<file path="src/rtl/alu_rs_scheduler.sv">
// ALU reservation station: tracks operands by CDB wake-up, issues the lowest
// ready entry each cycle and registers the ALU result back toward the CDB.
module alu_rs_scheduler #(
   parameter int RS_SIZE   = 8,
   parameter int ROB_WIDTH = 4
) (
   input  logic                 clk_in,
   input  logic                 rst_in,
   input  logic                 rdy_in,
   input  logic                 clear,
   input  logic                 in_valid,
   input  logic [3:0]           in_op,
   input  logic [31:0]          in_vj,
   input  logic [31:0]          in_vk,
   input  logic                 in_qj_valid,
   input  logic                 in_qk_valid,
   input  logic [ROB_WIDTH-1:0] in_qj,
   input  logic [ROB_WIDTH-1:0] in_qk,
   input  logic [ROB_WIDTH-1:0] in_rob,
   output logic                 full,
   input  logic                 cdb_valid,
   input  logic [ROB_WIDTH-1:0] cdb_rob,
   input  logic [31:0]          cdb_value,
   output logic                 alu_cal,
   output logic [31:0]          alu_a,
   output logic [31:0]          alu_b,
   output logic [3:0]           alu_op,
   input  logic                 alu_cal_out,
   input  logic [31:0]          alu_result,
   output logic                 out_valid,
   output logic [ROB_WIDTH-1:0] out_rob,
   output logic [31:0]          out_value
);
   localparam int IDX_W = (RS_SIZE > 1) ? $clog2(RS_SIZE) : 1;

   logic [RS_SIZE-1:0]   busy, qj_valid, qk_valid;
   logic [3:0]           op_q [RS_SIZE];
   logic [31:0]          vj   [RS_SIZE];
   logic [31:0]          vk   [RS_SIZE];
   logic [ROB_WIDTH-1:0] qj   [RS_SIZE];
   logic [ROB_WIDTH-1:0] qk   [RS_SIZE];
   logic [ROB_WIDTH-1:0] rob  [RS_SIZE];
   logic [ROB_WIDTH-1:0] tag1;

   logic             sel_found, free_found, issue, alloc, byp_j, byp_k;
   logic [IDX_W-1:0] sel_idx, free_idx;

   always_comb begin
      sel_found  = 1'b0;
      sel_idx    = '0;
      free_found = 1'b0;
      free_idx   = '0;
      for (int unsigned i = 0; i < RS_SIZE; i++) begin
         if (!sel_found && busy[i] && !qj_valid[i] && !qk_valid[i]) begin
            sel_found = 1'b1;
            sel_idx   = IDX_W'(i);
         end
         if (!free_found && !busy[i]) begin
            free_found = 1'b1;
            free_idx   = IDX_W'(i);
         end
      end
   end

   assign full  = &busy;
   assign issue = rdy_in && !clear && sel_found;
   assign alloc = rdy_in && !clear && in_valid && free_found;
   assign byp_j = cdb_valid && in_qj_valid && (in_qj == cdb_rob);
   assign byp_k = cdb_valid && in_qk_valid && (in_qk == cdb_rob);

   always_comb begin
      alu_cal = issue;
      alu_a   = '0;
      alu_b   = '0;
      alu_op  = '0;
      if (issue) begin
         alu_a  = vj[sel_idx];
         alu_b  = vk[sel_idx];
         alu_op = op_q[sel_idx];
      end
   end

   // Wake-up only touches busy entries and allocation only a free one, so the
   // three updates below never target the same field in one cycle.
   always_ff @(posedge clk_in or negedge rst_in) begin
      if (!rst_in) begin
         busy     <= '0;
         qj_valid <= '0;
         qk_valid <= '0;
         tag1     <= '0;
         for (int unsigned i = 0; i < RS_SIZE; i++) begin
            op_q[i] <= '0;
            vj[i]   <= '0;
            vk[i]   <= '0;
            qj[i]   <= '0;
            qk[i]   <= '0;
            rob[i]  <= '0;
         end
      end else if (rdy_in) begin
         if (clear) begin
            busy <= '0;
            tag1 <= '0;
         end else begin
            for (int unsigned i = 0; i < RS_SIZE; i++) begin
               if (busy[i] && cdb_valid) begin
                  if (qj_valid[i] && qj[i] == cdb_rob) begin
                     vj[i]       <= cdb_value;
                     qj_valid[i] <= 1'b0;
                  end
                  if (qk_valid[i] && qk[i] == cdb_rob) begin
                     vk[i]       <= cdb_value;
                     qk_valid[i] <= 1'b0;
                  end
               end
            end
            if (issue) begin
               busy[sel_idx] <= 1'b0;
               tag1          <= rob[sel_idx];
            end
            if (alloc) begin
               busy[free_idx]     <= 1'b1;
               op_q[free_idx]     <= in_op;
               vj[free_idx]       <= byp_j ? cdb_value : in_vj;
               vk[free_idx]       <= byp_k ? cdb_value : in_vk;
               qj_valid[free_idx] <= in_qj_valid && !byp_j;
               qk_valid[free_idx] <= in_qk_valid && !byp_k;
               qj[free_idx]       <= in_qj;
               qk[free_idx]       <= in_qk;
               rob[free_idx]      <= in_rob;
            end
         end
      end
   end

   // A returning ALU result is captured even while stalled; flush wins over it.
   always_ff @(posedge clk_in or negedge rst_in) begin
      if (!rst_in) begin
         out_valid <= 1'b0;
         out_rob   <= '0;
         out_value <= '0;
      end else if (rdy_in && clear) begin
         out_valid <= 1'b0;
      end else if (alu_cal_out) begin
         out_valid <= 1'b1;
         out_rob   <= tag1;
         out_value <= alu_result;
      end else if (rdy_in) begin
         out_valid <= 1'b0;
      end
   end
endmodule

</file>
<file path="config.mk">
export PLATFORM = sky130hd
export DESIGN_NAME = alu_rs_scheduler
export DESIGN_NICKNAME = d
export VERILOG_FILES = /design/src/rtl/alu_rs_scheduler.sv
export SDC_FILE = /design/constraint.sdc
export NUM_CORES = 2
export LEC_CHECK = 0
export CAP_MARGIN = 25
export CORE_MARGIN = 4
export CORE_UTILIZATION = 65
export CTS_BUF_LIST = sky130_fd_sc_hd__clkbuf_8
export DETAILED_ROUTE_END_ITERATION = 16
export GPL_ROUTABILITY_DRIVEN = 0
export PLACE_DENSITY = 0.89
export SLEW_MARGIN = 20
export SYNTH_ARGS = -nofsm -noshare
export SYNTH_HDL_FRONTEND = slang
export SYNTH_SLANG_ARGS = --single-unit
</file>
<file path="constraint.sdc">
create_clock -name clk_in -period 6.7 [get_ports clk_in]
set_clock_uncertainty 0.15 [all_clocks]
set_input_delay 1.34 -clock clk_in [delete_from_list [all_inputs] [get_ports clk_in]]
set_output_delay 1.34 -clock clk_in [all_outputs]
set_load 0.02 [all_outputs]
</file>
Word level (Yosys, flattened, before mapping). Cells that the tools add are included.

Input port bits: 157. Output and inout port bits: 107. Word-level logic and storage cells: 406. Register bits: 705.

Order comparisons: 7. Muxes and demuxes: 205. Bitwise gates (word level): 7. Equal/unequal tests: 18. Reduce and logical (&&, ||, !) cells: 114.

Operators by type and width (count): $mux 32 (73); $bwmux 256 (2); $mux 256 (2); $bmux 32 s3 (2); $bwmux 32 (4); $demux 32 s3 (1); $mux 1 (87); $eq 4x4->1 (18); $logic_and 1x1->1 (68); $mux 8 (7); $logic_not 1->1 (39); $mux 3 (11); $mux 4 (8); $bmux 4 s3 (2); $bwmux 8 (2); $demux 4 s3 (1); $and 8x8->8 (1); $ge 4x4->1 const B (2); $lt 3x4->1 const B (2); $not 3->4 (2); $not 8->8 (1); $or 8x8->8 (1); $reduce_and 8->1 (1); $demux 1 s3 (2); 8 further kinds (12).

Longest topological paths before layout.
Word-level depth: 51. Gate-level depth with buffers: 11. Depth with buffers taken out: 7.

Least setup slack after synthesis. OpenSTA, ideal clock, no wires.

Path type: input-to-output. Start: input port rdy_in. End: output port alu_a[27]. Data required time: 5.210 ns. Slack: 2.005 ns. Arrival time: 3.205 ns. Stages: 6. Buffers on the path: 3. Path through: buf_2 nand2b_1 clkbuf_1 a41o_1 clkbuf_1 a2111oi_0.

Word-level cells in the longest chain between the ends: 3.

RTL lines: start: declaration (RTL line 9) `input logic rdy_in,`; $logic_and 1x1->1 (2 in series) (RTL line 66) `assign issue = rdy_in && !clear && sel_found;`; $mux 32 (RTL line 76) `if (issue) begin`; end: declaration (RTL line 25) `output logic [31:0] alu_a,`.

Every way passes these cells.

Worst setup path in the final report.
Start: register busy[2]. End: output port alu_b[3].

Word-level cells in the longest chain between the ends: 34.

RTL lines: start: declaration (RTL line 36) `logic [RS_SIZE-1:0] busy, qj_valid, qk_valid;`; start signal: assignment (RTL line 87) `busy <= '0;`; start signal: assignment (RTL line 101) `busy <= '0;`; start signal: indexed assignment (RTL line 117) `busy[sel_idx] <= 1'b0;`; $logic_and 1x1->1 * (3 in series) (RTL line 54) `if (!sel_found && busy[i] && !qj_valid[i] && !qk_valid[i]) begin`; $mux 1 (RTL line 54); $logic_not 1->1 (RTL line 54); $logic_and 1x1->1 (3 in series) (RTL line 54); $mux 1 (RTL line 54); $logic_not 1->1 (RTL line 54); $logic_and 1x1->1 (3 in series) (RTL line 54); $mux 1 (RTL line 54); [9 not listed]; $mux 1 (RTL line 54); $logic_not 1->1 (RTL line 54); $logic_and 1x1->1 (3 in series) (RTL line 54); $mux 3 (RTL line 54); $not 3->4 (not written as such) (RTL line 78) `alu_b = vk[sel_idx];`; $bmux 32 s3 (RTL line 78); $mux 32 (not written as such) (2 in series) (RTL line 78); $mux 32 * (RTL line 76); end: declaration (RTL line 26) `output logic [31:0] alu_b,`.

Mark *: on every way between the ends. The rest lies on a longest branch, timed or not. The select of a mux whose other input is x is not followed.

==> metrics.txt <==
#FFs+latches synth 705; final slew viol count 0; worst r2r dst vk[106]; CTS Sinks 705; Critical Path Source Type flop; Final min period 6.57 ns; I/O pins 264; Maximum Capacitance Violations 0; met3 usage 15.9%; path depth of the worst reg2reg path 7; Synth area leader dfrtp_1; Final Routed Wirelength 134 mm; 1st-pass router iterations 7; commonest cells in the synthesized netlist dfrtp_1 (705), nand2_1 (615), o22ai_1 (547), a2bb2oi_1 (512), clkbuf_1 (268); Root Driver clkbuf_8; TritonCTS clock tree built; vias in the first global route 35.1k; Crit. Startpoint busy[2]; FMAX 0.152 GHz; worst setup path class reg -> out; Worst-Skew Late Latency 0.76 ns; synthesized area per cell 9.84 um2; DRT antenna net count 0; Synth Flop Type dfrtp_1; share of layout cells above drive strength 1 13.5%; core area 55100 um2; final hold violations 0; via count 35.5k; internal reg-to-reg setup slack 2.79 ns; IR drop worst, VDD 169 uV; # H-tree levels 3; postcts setup bufs 0; Netlist Area Pre-Place 36100 um2; R2R Path Start busy[1]; crit path max fanout 35; Required @ worst endpoint 5.21 ns; DP Worst Slack 0.815 ns; Area Growth Syn to Fin 15.7%; grt met1 use 55.3%; GR peak layer met2; HP Class reg -> reg; Final setup viols 0; DIE AREA 59400 um2; EDFF count, synth 0; initial antenna violation count 4; crit path DAT 5.08 ns; fill count 3517; All-Layer GR Usage 43.4%; leading post-synthesis cells by cell area dfrtp_1 (49%), a2bb2oi_1 (12%), o22ai_1 (9.5%); CP Capture Point alu_b[3]; pwr dens 253 nW/um2; first-pass GRT wire length 203 mm; worst slew pin tran 1.17 ns; IO buf count 263; Rows 86; Worst-path clk slew 0.06 ns; Gate Count Post-Synth 3671; nets@finish 3878; area of the multi-input gates 17000 um2; outcome finished, final reports clean; global route overflow 0; drt drc 0; sequential-to-total area share from yosys stat 48.8%; Die Y-Extent 244 um; met2 usage 62.3%; worst setup margin 0.127 ns; largest net degree at the start of global routing 235; Pleak 18.4 nW; post-cts gate resize count 0; Initial Util 65.6%; FF/Latch Area 17600 um2; Routed wire per std cell 29.3 um; most numerous cell in the Yosys netlist dfrtp_1; initial drt markers 7104; Bufs on Longest Clock Path 3; Max-slew headroom 21.8%; post-cts hold buffer count 0; Post-synth ARST share 100%; total chip power 10.6 mW; syn nets 3828; DIE WIDTH 244 um; fin crit share 98.1%; critical path capture point type output pin; Vias/cell 7.78; Unique masters post-synth 61; CTS Buf Count 111; DP HPWL 75.0 mm; Ys Warns 0; share of the synthesized area in the top cell type 48.8%
-- registers in the layout (all words and copies together) (netlist names) --
register	cells
qk	32
vj	256
qk_valid	8
qj_valid	8
busy	8
tag1	4
vk	256
out_value	32
rob	32
op_q	32
out_rob	4
out_valid	1
qj	32
-- layout make-up --
| cell class | instances | area share [%] |
|---|---|---|
| Sequential cell | 705 | 42.2 |
| Antenna cell | 3 | 0.0180 |
| Clock inverter | 53 | 0.799 |
| Timing Repair Buffer | 396 | 9.05 |
| Clock buffer | 151 | 4.97 |
| Tap cell | 748 | 2.24 |
| Inverter | 6 | 0.0539 |
| Multi-Input combinational cell | 2501 | 40.7 |
-- worst max-delay path: stages, from the launching register on --
cell	delay [ns]
dfrtp_1	0.56
or3b_1	0.50
nand2_1	0.54
o32a_2	0.73
buf_4	0.50
a21oi_1	0.13
a2111oi_0	0.63
clkdlybuf4s50_1	0.73
-- report_power, final --
group / switching [mW] / internal (mW) / leakage (nW) / total, mW
registers: 0.282 / 4.67 / 9.44 / 4.95
clock network: 1.82 / 2.15 / 1.37 / 3.98
logic: 0.935 / 0.719 / 7.56 / 1.65
-- kinds of logic after synthesis --
logic type / share of synthesized area, %
buffers and inverters: 5.36
flip-flops: 48.8
XOR/XNOR: 1.75
AO/OA/AOI/OAI: 30.2
multiplexers: 3.75
AND/OR/NAND/NOR: 10.1
-- per-layer routing --
layer,up-vias,wire (um)
met5,-,0
met4,0,11000
met3,1015,22200
met2,3808,55800
met1,16581,44800
li1,14095,-
-- through the flow --
step	hold slack [ns]	instance area [um2]	setup TNS, ns	util (%)	std cells
floorplan	0.288	36100	0	-	3671
global placement	0.303	39300	0	71.4	4354
detailed placement	0.313	39400	0	71.4	4355
CTS	0.329	41800	0	75.8	4559
global route	0.351	41800	-0.00173	75.9	4562
finish	0.327	41800	0	75.9	4563
-- layout by cell type (no fill, tap or decap), types with 23 or more instances in the layout --
| cell | n |
|---|---|
| and3_1 | 44 |
| a2bb2oi_1 | 512 |
| mux2i_1 | 23 |
| dfrtp_1 | 705 |
| nand3_1 | 66 |
| o221ai_1 | 51 |
| xor2_1 | 54 |
| inv_1 | 39 |
| o211ai_1 | 30 |
| a21oi_1 | 32 |
| o221ai_2 | 28 |
| a32oi_1 | 32 |
| o22ai_1 | 547 |
| clkdlybuf4s50_1 | 262 |
| nor2_1 | 48 |
| mux2_2 | 100 |
| nor3_1 | 34 |
| o21a_1 | 28 |
| o21ai_0 | 74 |
| nand2_1 | 597 |
| buf_4 | 120 |
| a31oi_1 | 27 |
| clkbuf_8 | 151 |
-- worst min path at each step --
stage,slack [ns],cells after the start,start,to
floorplan,0.29,2,tag1[2],tag1[2]
global placement,0.30,2,rob[7],rob[7]
detailed placement,0.31,2,op_q[15],op_q[15]
CTS,0.33,2,op_q[15],op_q[15]
global route,0.35,2,rob[3],rob[3]
finish,0.33,2,op_q[15],op_q[15]
(Power assumes the default switching activity.)
